==> src/rtl/axi_regs_pkg.sv <==
// axi_regs_pkg: shared burst, response and FSM state types for the AXI burst register bank
package axi_regs_pkg;
  typedef enum logic [1:0] {FIXED = 2'b00, INCR = 2'b01, WRAP = 2'b10, RSVD = 2'b11} burst_e;
  localparam logic [1:0] RESP_OKAY = 2'b00;
  localparam logic [1:0] RESP_SLVERR = 2'b10;
  typedef enum logic [1:0] {W_IDLE, W_DATA, W_RESP} wr_state_e;
  typedef enum logic {R_IDLE, R_DATA} rd_state_e;
endpackage

==> src/rtl/axi_burst_regfile_if.sv <==
// axi_burst_regfile_if: AXI4 AW/W/B/AR/R channel bundle with master and slave views
interface axi_burst_regfile_if #(
  parameter int DATA_WIDTH = 32,
  parameter int ADDR_WIDTH = 32,
  parameter int ID_WIDTH = 4
);
  logic [ID_WIDTH-1:0] awid;
  logic [ADDR_WIDTH-1:0] awaddr;
  logic [7:0] awlen;
  logic [1:0] awburst;
  logic awvalid;
  logic awready;
  logic [DATA_WIDTH-1:0] wdata;
  logic [DATA_WIDTH/8-1:0] wstrb;
  logic wlast;
  logic wvalid;
  logic wready;
  logic [ID_WIDTH-1:0] bid;
  logic [1:0] bresp;
  logic bvalid;
  logic bready;
  logic [ID_WIDTH-1:0] arid;
  logic [ADDR_WIDTH-1:0] araddr;
  logic [7:0] arlen;
  logic [1:0] arburst;
  logic arvalid;
  logic arready;
  logic [ID_WIDTH-1:0] rid;
  logic [DATA_WIDTH-1:0] rdata;
  logic [1:0] rresp;
  logic rlast;
  logic rvalid;
  logic rready;
  modport master (
    output awid, awaddr, awlen, awburst, awvalid, wdata, wstrb, wlast, wvalid, bready,
           arid, araddr, arlen, arburst, arvalid, rready,
    input awready, wready, bid, bresp, bvalid, arready, rid, rdata, rresp, rlast, rvalid
  );
  modport slave (
    input awid, awaddr, awlen, awburst, awvalid, wdata, wstrb, wlast, wvalid, bready,
          arid, araddr, arlen, arburst, arvalid, rready,
    output awready, wready, bid, bresp, bvalid, arready, rid, rdata, rresp, rlast, rvalid
  );
endinterface

==> src/rtl/axi_burst_addr_gen.sv <==
// axi_burst_addr_gen: next word index and burst legality; WRAP support only with AXI_REGS_WRAP_EN
module axi_burst_addr_gen import axi_regs_pkg::*; #(
  parameter int IW = 30
) (
  input  logic [IW-1:0] cur,
  input  burst_e        burst,
  input  logic [7:0]    len,
  output logic [IW-1:0] nxt,
  output logic          bad
);
`ifdef AXI_REGS_WRAP_EN
  logic [IW-1:0] mask;
  logic [IW-1:0] base;
  logic wrap_ok;
  assign wrap_ok = len == 8'd1 || len == 8'd3 || len == 8'd7 || len == 8'd15;
  assign mask = IW'(len[3:0]);
  assign base = cur & ~mask;
  always_comb begin
    nxt = burst == FIXED ? cur : burst == INCR ? cur + 1'b1 : base | ((cur + 1'b1) & mask);
    bad = burst == RSVD || (burst == WRAP && !wrap_ok);
  end
`else
  logic unused_len;
  assign unused_len = ^len;
  always_comb begin
    nxt = burst == INCR ? cur + 1'b1 : cur;
    bad = burst == RSVD || burst == WRAP;
  end
`endif
endmodule

==> src/rtl/axi_burst_regfile.sv <==
// axi_burst_regfile: AXI4 slave register bank with FIXED/INCR bursts, WRAP bursts when AXI_REGS_WRAP_EN is defined
module axi_burst_regfile import axi_regs_pkg::*; #(
  parameter int DATA_WIDTH = 32,
  parameter int ADDR_WIDTH = 32,
  parameter int REG_COUNT = 8,
  parameter int ID_WIDTH = 4
) (
  input logic clk,
  input logic areset,
  axi_burst_regfile_if.slave bus
);
  localparam int NB = DATA_WIDTH / 8;
  localparam int OFF = $clog2(NB);
  localparam int IW = ADDR_WIDTH - OFF;
  localparam int RW = REG_COUNT > 1 ? $clog2(REG_COUNT) : 1;
  logic [DATA_WIDTH-1:0] regs [REG_COUNT];
  wr_state_e ws, ws_n;
  rd_state_e rs, rs_n;
  logic [IW-1:0] w_idx, w_nxt, r_idx, r_cur, r_nxt, r_ld;
  logic [7:0] w_len, w_cnt, r_len, r_cnt, r_len_cur;
  burst_e w_burst, r_burst, r_burst_cur;
  logic w_bad, w_err, w_beat_err, w_hs, r_bad, r_ld_en, r_ld_err;
  logic unused;
  assign unused = ^{bus.wlast, bus.awaddr[OFF-1:0], bus.araddr[OFF-1:0]};
  axi_burst_addr_gen #(.IW(IW)) u_wgen (.cur(w_idx), .burst(w_burst), .len(w_len), .nxt(w_nxt), .bad(w_bad));
  assign w_hs = ws == W_DATA && bus.wvalid;
  assign w_beat_err = w_bad || w_idx >= IW'(REG_COUNT);
  // In R_IDLE the generator sees the incoming AR so beat 0 can be fetched on the handshake edge
  assign r_cur = rs == R_IDLE ? bus.araddr[ADDR_WIDTH-1:OFF] : r_idx;
  assign r_burst_cur = rs == R_IDLE ? burst_e'(bus.arburst) : r_burst;
  assign r_len_cur = rs == R_IDLE ? bus.arlen : r_len;
  axi_burst_addr_gen #(.IW(IW)) u_rgen (.cur(r_cur), .burst(r_burst_cur), .len(r_len_cur), .nxt(r_nxt), .bad(r_bad));
  assign r_ld = rs == R_IDLE ? r_cur : r_nxt;
  assign r_ld_err = r_bad || r_ld >= IW'(REG_COUNT);
  assign r_ld_en = rs == R_IDLE ? bus.arvalid : bus.rready && r_cnt != r_len;
  always_ff @(posedge clk or posedge areset) begin
    if (areset) begin
      ws <= W_IDLE;
      rs <= R_IDLE;
    end else begin
      ws <= ws_n;
      rs <= rs_n;
    end
  end
  always_comb begin
    bus.awready = ws == W_IDLE;
    bus.wready = ws == W_DATA;
    bus.bvalid = ws == W_RESP;
    bus.arready = rs == R_IDLE;
    bus.rvalid = rs == R_DATA;
    bus.rlast = rs == R_DATA && r_cnt == r_len;
    ws_n = ws == W_IDLE && bus.awvalid ? W_DATA
         : w_hs && w_cnt == w_len ? W_RESP
         : ws == W_RESP && bus.bready ? W_IDLE : ws;
    rs_n = rs == R_IDLE && bus.arvalid ? R_DATA
         : rs == R_DATA && bus.rready && r_cnt == r_len ? R_IDLE : rs;
  end
  always_ff @(posedge clk or posedge areset) begin
    if (areset) begin
      w_idx <= '0;
      w_len <= '0;
      w_cnt <= '0;
      w_burst <= FIXED;
      w_err <= 1'b0;
      bus.bid <= '0;
      bus.bresp <= RESP_OKAY;
      for (int i = 0; i < REG_COUNT; i++) regs[i] <= '0;
    end else begin
      if (ws == W_IDLE && bus.awvalid) begin
        w_idx <= bus.awaddr[ADDR_WIDTH-1:OFF];
        w_len <= bus.awlen;
        w_burst <= burst_e'(bus.awburst);
        w_cnt <= '0;
        w_err <= 1'b0;
        bus.bid <= bus.awid;
      end
      if (w_hs) begin
        w_idx <= w_nxt;
        w_cnt <= w_cnt + 8'd1;
        w_err <= w_err | w_beat_err;
        if (w_cnt == w_len) bus.bresp <= w_err || w_beat_err ? RESP_SLVERR : RESP_OKAY;
        if (!w_beat_err)
          for (int b = 0; b < NB; b++)
            if (bus.wstrb[b]) regs[w_idx[RW-1:0]][8*b +: 8] <= bus.wdata[8*b +: 8];
      end
    end
  end
  // Read data is registered from the array, so a same-cycle write is seen on the following beat
  always_ff @(posedge clk or posedge areset) begin
    if (areset) begin
      r_idx <= '0;
      r_len <= '0;
      r_cnt <= '0;
      r_burst <= FIXED;
      bus.rid <= '0;
      bus.rdata <= '0;
      bus.rresp <= RESP_OKAY;
    end else begin
      if (r_ld_en) begin
        r_idx <= r_ld;
        bus.rdata <= r_ld_err ? '0 : regs[r_ld[RW-1:0]];
        bus.rresp <= r_ld_err ? RESP_SLVERR : RESP_OKAY;
      end
      if (rs == R_IDLE && bus.arvalid) begin
        r_len <= bus.arlen;
        r_burst <= burst_e'(bus.arburst);
        r_cnt <= '0;
        bus.rid <= bus.arid;
      end else if (rs == R_DATA && bus.rready) r_cnt <= r_cnt + 8'd1;
    end
  end
endmodule

==> src/flat_wrapper.sv <==
// flat-port wrapper written by rule: the top's interface ports become plain ports
module axi_burst_regfile_flat import axi_regs_pkg::*;
#(
  parameter int DATA_WIDTH = 32,
  parameter int ADDR_WIDTH = 32,
  parameter int REG_COUNT = 8,
  parameter int ID_WIDTH = 4
)
  (clk, areset, bus_awid, bus_awaddr, bus_awlen, bus_awburst, bus_awvalid, bus_wdata, bus_wstrb, bus_wlast, bus_wvalid, bus_bready, bus_arid, bus_araddr, bus_arlen, bus_arburst, bus_arvalid, bus_rready, bus_awready, bus_wready, bus_bid, bus_bresp, bus_bvalid, bus_arready, bus_rid, bus_rdata, bus_rresp, bus_rlast, bus_rvalid);
  axi_burst_regfile_if #(.DATA_WIDTH(DATA_WIDTH), .ADDR_WIDTH(ADDR_WIDTH), .ID_WIDTH(ID_WIDTH)) bus_i ();
  input logic clk;
  input logic areset;
  input wire logic [$bits(bus_i.awid)-1:0] bus_awid;
  input wire logic [$bits(bus_i.awaddr)-1:0] bus_awaddr;
  input wire logic [$bits(bus_i.awlen)-1:0] bus_awlen;
  input wire logic [$bits(bus_i.awburst)-1:0] bus_awburst;
  input wire logic [$bits(bus_i.awvalid)-1:0] bus_awvalid;
  input wire logic [$bits(bus_i.wdata)-1:0] bus_wdata;
  input wire logic [$bits(bus_i.wstrb)-1:0] bus_wstrb;
  input wire logic [$bits(bus_i.wlast)-1:0] bus_wlast;
  input wire logic [$bits(bus_i.wvalid)-1:0] bus_wvalid;
  input wire logic [$bits(bus_i.bready)-1:0] bus_bready;
  input wire logic [$bits(bus_i.arid)-1:0] bus_arid;
  input wire logic [$bits(bus_i.araddr)-1:0] bus_araddr;
  input wire logic [$bits(bus_i.arlen)-1:0] bus_arlen;
  input wire logic [$bits(bus_i.arburst)-1:0] bus_arburst;
  input wire logic [$bits(bus_i.arvalid)-1:0] bus_arvalid;
  input wire logic [$bits(bus_i.rready)-1:0] bus_rready;
  output wire logic [$bits(bus_i.awready)-1:0] bus_awready;
  output wire logic [$bits(bus_i.wready)-1:0] bus_wready;
  output wire logic [$bits(bus_i.bid)-1:0] bus_bid;
  output wire logic [$bits(bus_i.bresp)-1:0] bus_bresp;
  output wire logic [$bits(bus_i.bvalid)-1:0] bus_bvalid;
  output wire logic [$bits(bus_i.arready)-1:0] bus_arready;
  output wire logic [$bits(bus_i.rid)-1:0] bus_rid;
  output wire logic [$bits(bus_i.rdata)-1:0] bus_rdata;
  output wire logic [$bits(bus_i.rresp)-1:0] bus_rresp;
  output wire logic [$bits(bus_i.rlast)-1:0] bus_rlast;
  output wire logic [$bits(bus_i.rvalid)-1:0] bus_rvalid;
  assign bus_i.awid = bus_awid;
  assign bus_i.awaddr = bus_awaddr;
  assign bus_i.awlen = bus_awlen;
  assign bus_i.awburst = bus_awburst;
  assign bus_i.awvalid = bus_awvalid;
  assign bus_i.wdata = bus_wdata;
  assign bus_i.wstrb = bus_wstrb;
  assign bus_i.wlast = bus_wlast;
  assign bus_i.wvalid = bus_wvalid;
  assign bus_i.bready = bus_bready;
  assign bus_i.arid = bus_arid;
  assign bus_i.araddr = bus_araddr;
  assign bus_i.arlen = bus_arlen;
  assign bus_i.arburst = bus_arburst;
  assign bus_i.arvalid = bus_arvalid;
  assign bus_i.rready = bus_rready;
  assign bus_awready = bus_i.awready;
  assign bus_wready = bus_i.wready;
  assign bus_bid = bus_i.bid;
  assign bus_bresp = bus_i.bresp;
  assign bus_bvalid = bus_i.bvalid;
  assign bus_arready = bus_i.arready;
  assign bus_rid = bus_i.rid;
  assign bus_rdata = bus_i.rdata;
  assign bus_rresp = bus_i.rresp;
  assign bus_rlast = bus_i.rlast;
  assign bus_rvalid = bus_i.rvalid;
  axi_burst_regfile #(.DATA_WIDTH(DATA_WIDTH), .ADDR_WIDTH(ADDR_WIDTH), .REG_COUNT(REG_COUNT), .ID_WIDTH(ID_WIDTH)) u_core (.clk(clk), .areset(areset), .bus(bus_i));
endmodule
==> config.mk <==
export PLATFORM = sky130hd
export DESIGN_NAME = axi_burst_regfile_flat
export DESIGN_NICKNAME = d
export VERILOG_FILES = /design/src/rtl/axi_regs_pkg.sv /design/src/rtl/axi_burst_regfile_if.sv /design/src/rtl/axi_burst_addr_gen.sv /design/src/rtl/axi_burst_regfile.sv /design/src/flat_wrapper.sv
export SDC_FILE = /design/constraint.sdc
export NUM_CORES = 1
export LEC_CHECK = 0
export CORE_ASPECT_RATIO = 0.6
export CORE_MARGIN = 3
export CORE_UTILIZATION = 45
export DETAILED_ROUTE_END_ITERATION = 10
export PLACE_DENSITY_LB_ADDON = 0.25
export REMOVE_ABC_BUFFERS = 1
export SLEW_MARGIN = 20
export SYNTH_ARGS = -nofsm -noshare
export SYNTH_HDL_FRONTEND = slang
export SYNTH_SLANG_ARGS = --single-unit
==> constraint.sdc <==
create_clock -name clk -period 43 [get_ports clk]
set_input_delay 12.9 -clock clk [delete_from_list [all_inputs] [get_ports clk]]
set_output_delay 12.9 -clock clk [all_outputs]
set_load 0.02 [all_outputs]
* Yosys cells after proc, flatten, opt, wreduce, memory -nomap -nowiden
Cells that the tools add are included.
** Word-level totals
- Bits in registers :: 400
- Output and inout bits :: 50
** Cells by class
- Add/sub/neg operators :: 4
- Magnitude comparators :: 5
- Eq/ne operators :: 12
- Multiplexer cells :: 47
- Bitwise gates (word level) :: 5
- Reduce and logical (&&, ||, !) cells :: 23
** Operators by type and width (count)
- 256-bit 2-to-1 mux :: 10
- 256-bit bitwise mux :: 4
- 32-bit demux with 3-bit select :: 4
- 30-bit 2-to-1 mux :: 6
- 32-bit 2-to-1 mux :: 4
- 32-bit binary-select mux with 3-bit select :: 1
- 30-bit by 1-bit adder with 30-bit output, second input constant :: 2
- 30-bit by 4-bit greater-or-equal comparator with 1-bit output, second input constant :: 2
- 8-bit 2-to-1 mux :: 5
- 24-bit 2-to-1 mux :: 1
- 8-bit by 1-bit adder with 8-bit output, second input constant :: 2
- 8-bit == test :: 2
- 16-bit 2-to-1 mux :: 1
- 2-bit 2-to-1 mux :: 6
- 2-bit == test, second input constant :: 5
- 1-bit logical AND :: 10
- 4-bit greater-or-equal comparator, second input constant :: 2
- 8-bit != test :: 1
- 3-bit inverter with 4-bit output :: 2
- 2-bit by 1-bit == test with 1-bit output, second input constant :: 3
- 2-bit AND reduction :: 3
- 2-bit nonzero test :: 3
- 1-bit logical OR :: 5
- 1-bit 2-to-1 mux :: 5
- 6 further kinds :: 7

* Logic depth before layout (Yosys ltp)
- Depth after elaboration :: 19
- Depth in mapped cells :: 18
- Depth with buffers taken out :: 11

* Hierarchy
Synthesis repeated with hierarchy kept, for this count alone.
** Unflattened totals
- Cell total of the unflattened synthesis :: 1592
- Area, all modules :: 19647.6 um^2
** Modules (own cells, without submodules)
- axi_burst_regfile :: instances 1, cells an instance 1422, area an instance 18436.4 um^2
- axi_burst_addr_gen :: instances 2, cells an instance 85, area an instance 605.6 um^2

* Worst setup path before layout
OpenSTA, ideal clock, no wires.
- Kind :: input to register
- From :: input port bus_araddr[3]
- To :: register u_core.bus.rdata[0]
- Setup time :: 0.092 ns
- Arrival :: 15.477 ns
- Setup slack :: 27.432 ns
- Cell stages on the path :: 11
- Path through :: mux2_2 ha_1 nand3b_1 xor2_1 a31oi_1 nor3_1 or4_1 or4_1 buf_2 buf_6 o31ai_2
** On the way
- Longest elaborated chain between the ends :: 9
- Elaborated cells on any way between the ends :: 11
** RTL lines
- from (decl) :: RTL line flat_wrapper.sv:24 : input wire logic [$bits(bus_i.araddr)-1:0] bus_araddr;
- 30-bit 2-to-1 mux * :: RTL line axi_burst_regfile.sv:29 : assign r_cur = rs == R_IDLE ? bus.araddr[ADDR_WIDTH-1:OFF] : r_idx;
- 30-bit by 1-bit adder with 30-bit output :: RTL line axi_burst_addr_gen.sv:26 : nxt = burst == INCR ? cur + 1'b1 : cur;
- 30-bit 2-to-1 mux :: RTL line axi_burst_addr_gen.sv:26
- 30-bit 2-to-1 mux * :: RTL line axi_burst_regfile.sv:33 : assign r_ld = rs == R_IDLE ? r_cur : r_nxt;
- parallel branches: the longest is 4 deep, another holds 30-bit by 4-bit greater-or-equal comparator with 1-bit output
- 32-bit 2-to-1 mux * :: RTL line axi_burst_regfile.sv:101 : bus.rdata <= r_ld_err ? '0 : regs[r_ld[RW-1:0]];
- to (signal assigned) :: RTL line axi_burst_regfile.sv:101
- to (decl) :: RTL line axi_burst_regfile_if.sv:42 : output awready, wready, bid, bresp, bvalid, arready, rid, rdata, rresp, rlast, rvalid
Mark *: on every way between the ends. The select of a mux whose other input is x is not followed.
A chain may end at the register's enable or synchronous reset.

* Worst setup path after layout
- From :: input port bus_araddr[2]
- To :: register u_core.bus.rdata[14]
Same word-level chain as after synthesis.

==> metrics.yaml <==
hold_start: "u_core.bus.rid[1]$_DFFE_PP0P_"
cts_buffers: 40
antenna_found_initial: 0
ff2ff_setup_slack_ps: 37780
placed_cells: 2485
routedWlPerCell_um: 21.5
clockBufferDepth: 3
grt.total_usage_pct: 22.9
nNetsFinal: 2089
filler_cell_count: 3797
io_buffer_count: 178
cp-end-kind: "flip-flop"
std_cell_rows: 59
drv_cap: 0
cpMostUsedCell: "nand2_1"
power_w: 0.00125
grt_max_degree: 168
finalSetupViolCount: 0
synth_cells: 1804
synthTopCellsByArea: "dfrtp_1 49%, mux2_2 22%, nand2_1 4.3%"
stdcell_count: 2547
insertion_delay_ps: 550
fin_crit_sh_pct: 38.2
post-synth-top-area-fraction_pct: 49.3
fin_util_pct: 54.2
first_pass_iters: 5
post_cts_buffers: 0
finalMaxSlewViolations: 0
start_util_pct: 46.1
yosysWarnings: 0
routed_wl_um: 54700
cts_tree: "built"
path_clk_slew_ps: 70
place_congestion: 0.839
dr.first_iter.drc_count: 1295
fin_tns_setup_ps: 0
die_w_um: 280
cts_hold_buffers: 0
arrival_ps: 16890
synth_edf_count: 0
rr_worst_depth: 14
slowest_delay_ps: 880
min_path_cells: 2
synthFlopType: "dfrtp_1"
die_area_sq_um: 47600
dpl.hpwl_um: 34600
yosysTopAreaCell: "dfrtp_1"
post_cts_resized: 0
worstSetupPathType: "in -> reg"
worstReg2RegEnd: "u_core.bus.rdata[14]$_DFFE_PP0P_"
vias: 15019
fmax_ghz: 0.0609
die_h_um: 170
path_max_fanout: 69
viasPerCell: 5.90
ant_nets: 0
slew_headroom_pct: 26.2
coreArea_sq_um: 43800
r2r_start: "u_core.bus.rvalid$_DFFE_PP0P_"
hold_slack_ps: 474
grt_pass1_wl_um: 86300
htree_levels: 2
worstPathRequired_ps: 43460
ys_seq_elements: 398
synthesis.area_sq_um: 20200
hold_end: "u_core.bus.rid[1]$_DFFE_PP0P_"
multi_input_area_sq_um: 9830
synth.avg_cell_area_sq_um: 11.2
worstMarginPinSlew_ps: 1100
ios: 186
hold_viol_final: 0
power_density_nw_per_um2: 52.7
insertedDiodeCount: 0
hp-class: "reg -> reg"
overflow: 0
finClkSkew_ps: 20.1
synthArstFlopShare_pct: 100
critical-path-slowest-cell: "buf_4"
area_delta_synth_final_pct: 17.7
drc: 0
ir_worst_vdd_v: 0.0000571
drive_gt1_share_pct: 27.1
ctsRootBufferMaster: "clkbuf_16"
period_minus_slack_ps: 16430
synth_cell_types: 73
grt_pass1_vias: 14949
path_cells: "clkdlybuf4s50_1 > nand2_1 > nand2_1 > ha_1 > nand2_1 > a31oi_4 > buf_4 > buf_4 > mux2_2 > o22ai_1 > or3_1 > o31ai_2"
cts_sinks: 398
ys_seq_area_share_pct: 49.3
leakagePower_nw: 11.0
seqCellArea_sq_um: 9960
status: "finished clean"
rsz0062_at_grt: "no"
startpoint_type: "input port"
-- sequential cells by signal, summed over array words and instances (netlist names) --
register	count
u_core.bus.bid	4
u_core.bus.bresp	1
u_core.bus.rdata	32
u_core.bus.rid	4
u_core.bus.rresp	1
u_core.bus.rvalid	1
u_core.r_burst	2
u_core.r_cnt	8
u_core.r_idx	30
u_core.r_len	8
u_core.regs	256
u_core.w_burst	2
u_core.w_cnt	8
u_core.w_err	1
u_core.w_idx	30
u_core.w_len	8
u_core.ws	2
-- synth_stat cells, types with 26 or more instances --
| cell type | instances |
|---|---|
| o22ai_1 | 82 |
| a21oi_1 | 68 |
| mux2_2 | 393 |
| or3_1 | 35 |
| o21ai_0 | 60 |
| nor3_1 | 26 |
| nand3_1 | 63 |
| clkbuf_1 | 64 |
| nand2_1 | 234 |
| dfrtp_1 | 398 |
| o31ai_2 | 30 |
| nor2_1 | 63 |
-- critical path, delay by kind of cell --
kind / cells / cell delay, ps
AND/OR/NAND/NOR: 4 / 720
buffers and inverters: 3 / 2140
AO/OA/AOI/OAI: 3 / 460
adder cells (fa/ha/maj): 1 / 270
multiplexers: 1 / 310
-- worst max path at each step --
stage | cells after the start | start | slack (ps) | to
final | 12 | bus_araddr[2] | 26570 | u_core.bus.rdata[14]$_DFFE_PP0P_
after global routing | 12 | bus_araddr[2] | 26360 | u_core.bus.rdata[14]$_DFFE_PP0P_
after CTS | 12 | bus_araddr[2] | 26610 | u_core.bus.rdata[14]$_DFFE_PP0P_
after detailed placement | 12 | bus_araddr[2] | 26020 | u_core.bus.rdata[14]$_DFFE_PP0P_
after global placement | 12 | bus_araddr[2] | 26080 | u_core.bus.rdata[14]$_DFFE_PP0P_
after floorplan | 1 | areset | 19030 | u_core.bus.bid[0]$_DFFE_PP0P_
-- through the flow --
stage | setup WS (ps) | area (sq um)
CTS | 26610 | 23800
global route | 26360 | 23800
detailed placement | 26020 | 22500
floorplan | 19030 | 19800
finish | 26570 | 23800
global placement | 26080 | 22500
-- where the power goes --
group,switching [W],leakage [nW],internal [W]
clock network,0.000150,0.615,0.000196
registers,0.0000548,5.37,0.000415
logic,0.000280,4.99,0.000159
total,0.000484,11.0,0.000771
-- cells by family after synthesis --
family	synth area share [%]
flip-flops	49.3
XOR/XNOR	1.65
AO/OA/AOI/OAI	10.5
adder cells (fa/ha/maj)	0.310
other	0.0186
AND/OR/NAND/NOR	12.8
buffers and inverters	2.52
multiplexers	22.9
-- cell type report --
class / instances / share of cell area [%]
Inverter: 13 / 0.258
Sequential cell: 398 / 41.9
Tap cell: 579 / 3.05
Clock inverter: 13 / 0.679
Timing Repair Buffer: 199 / 8.22
Multi-Input combinational cell: 1296 / 41.3
Clock buffer: 49 / 4.56
-- placed cells by master (no fill, tap or decap), types with 4 or more instances in the layout --
cell type        count
nor3_1              26
and3_1              17
xnor2_1             18
o31ai_1              7
and2_1               4
nand2_1            234
mux2i_1             20
mux2_2             393
nor4_1              17
o221a_2              4
clkinv_2             6
clkdlybuf4s50_1    178
o21ai_0             59
clkbuf_16           40
nand3_1             63
a21oi_1             68
nor2_1              62
dfrtp_1            397
nand3b_1            10
inv_1               12
a22oi_1             11
ha_1                 5
nor2b_1              5
a31oi_1             10
or3_1               35
xor2_1              20
nand4_1             20
clkbuf_1             4
nand4b_1             5
clkbuf_8             5
o31ai_2             30
buf_4               19
o22ai_1             82
-- routing by layer --
layer  GRT usage [%]  routed length (um)  vias to the layer above
li1                -                   -                     6922
met1            34.5               26300                     7592
met2            34.7               24400                      431
met3            4.09                3150                       74
met4            4.47                 901                        0
met5               0                   0                        -
(Power assumes the default switching activity.)
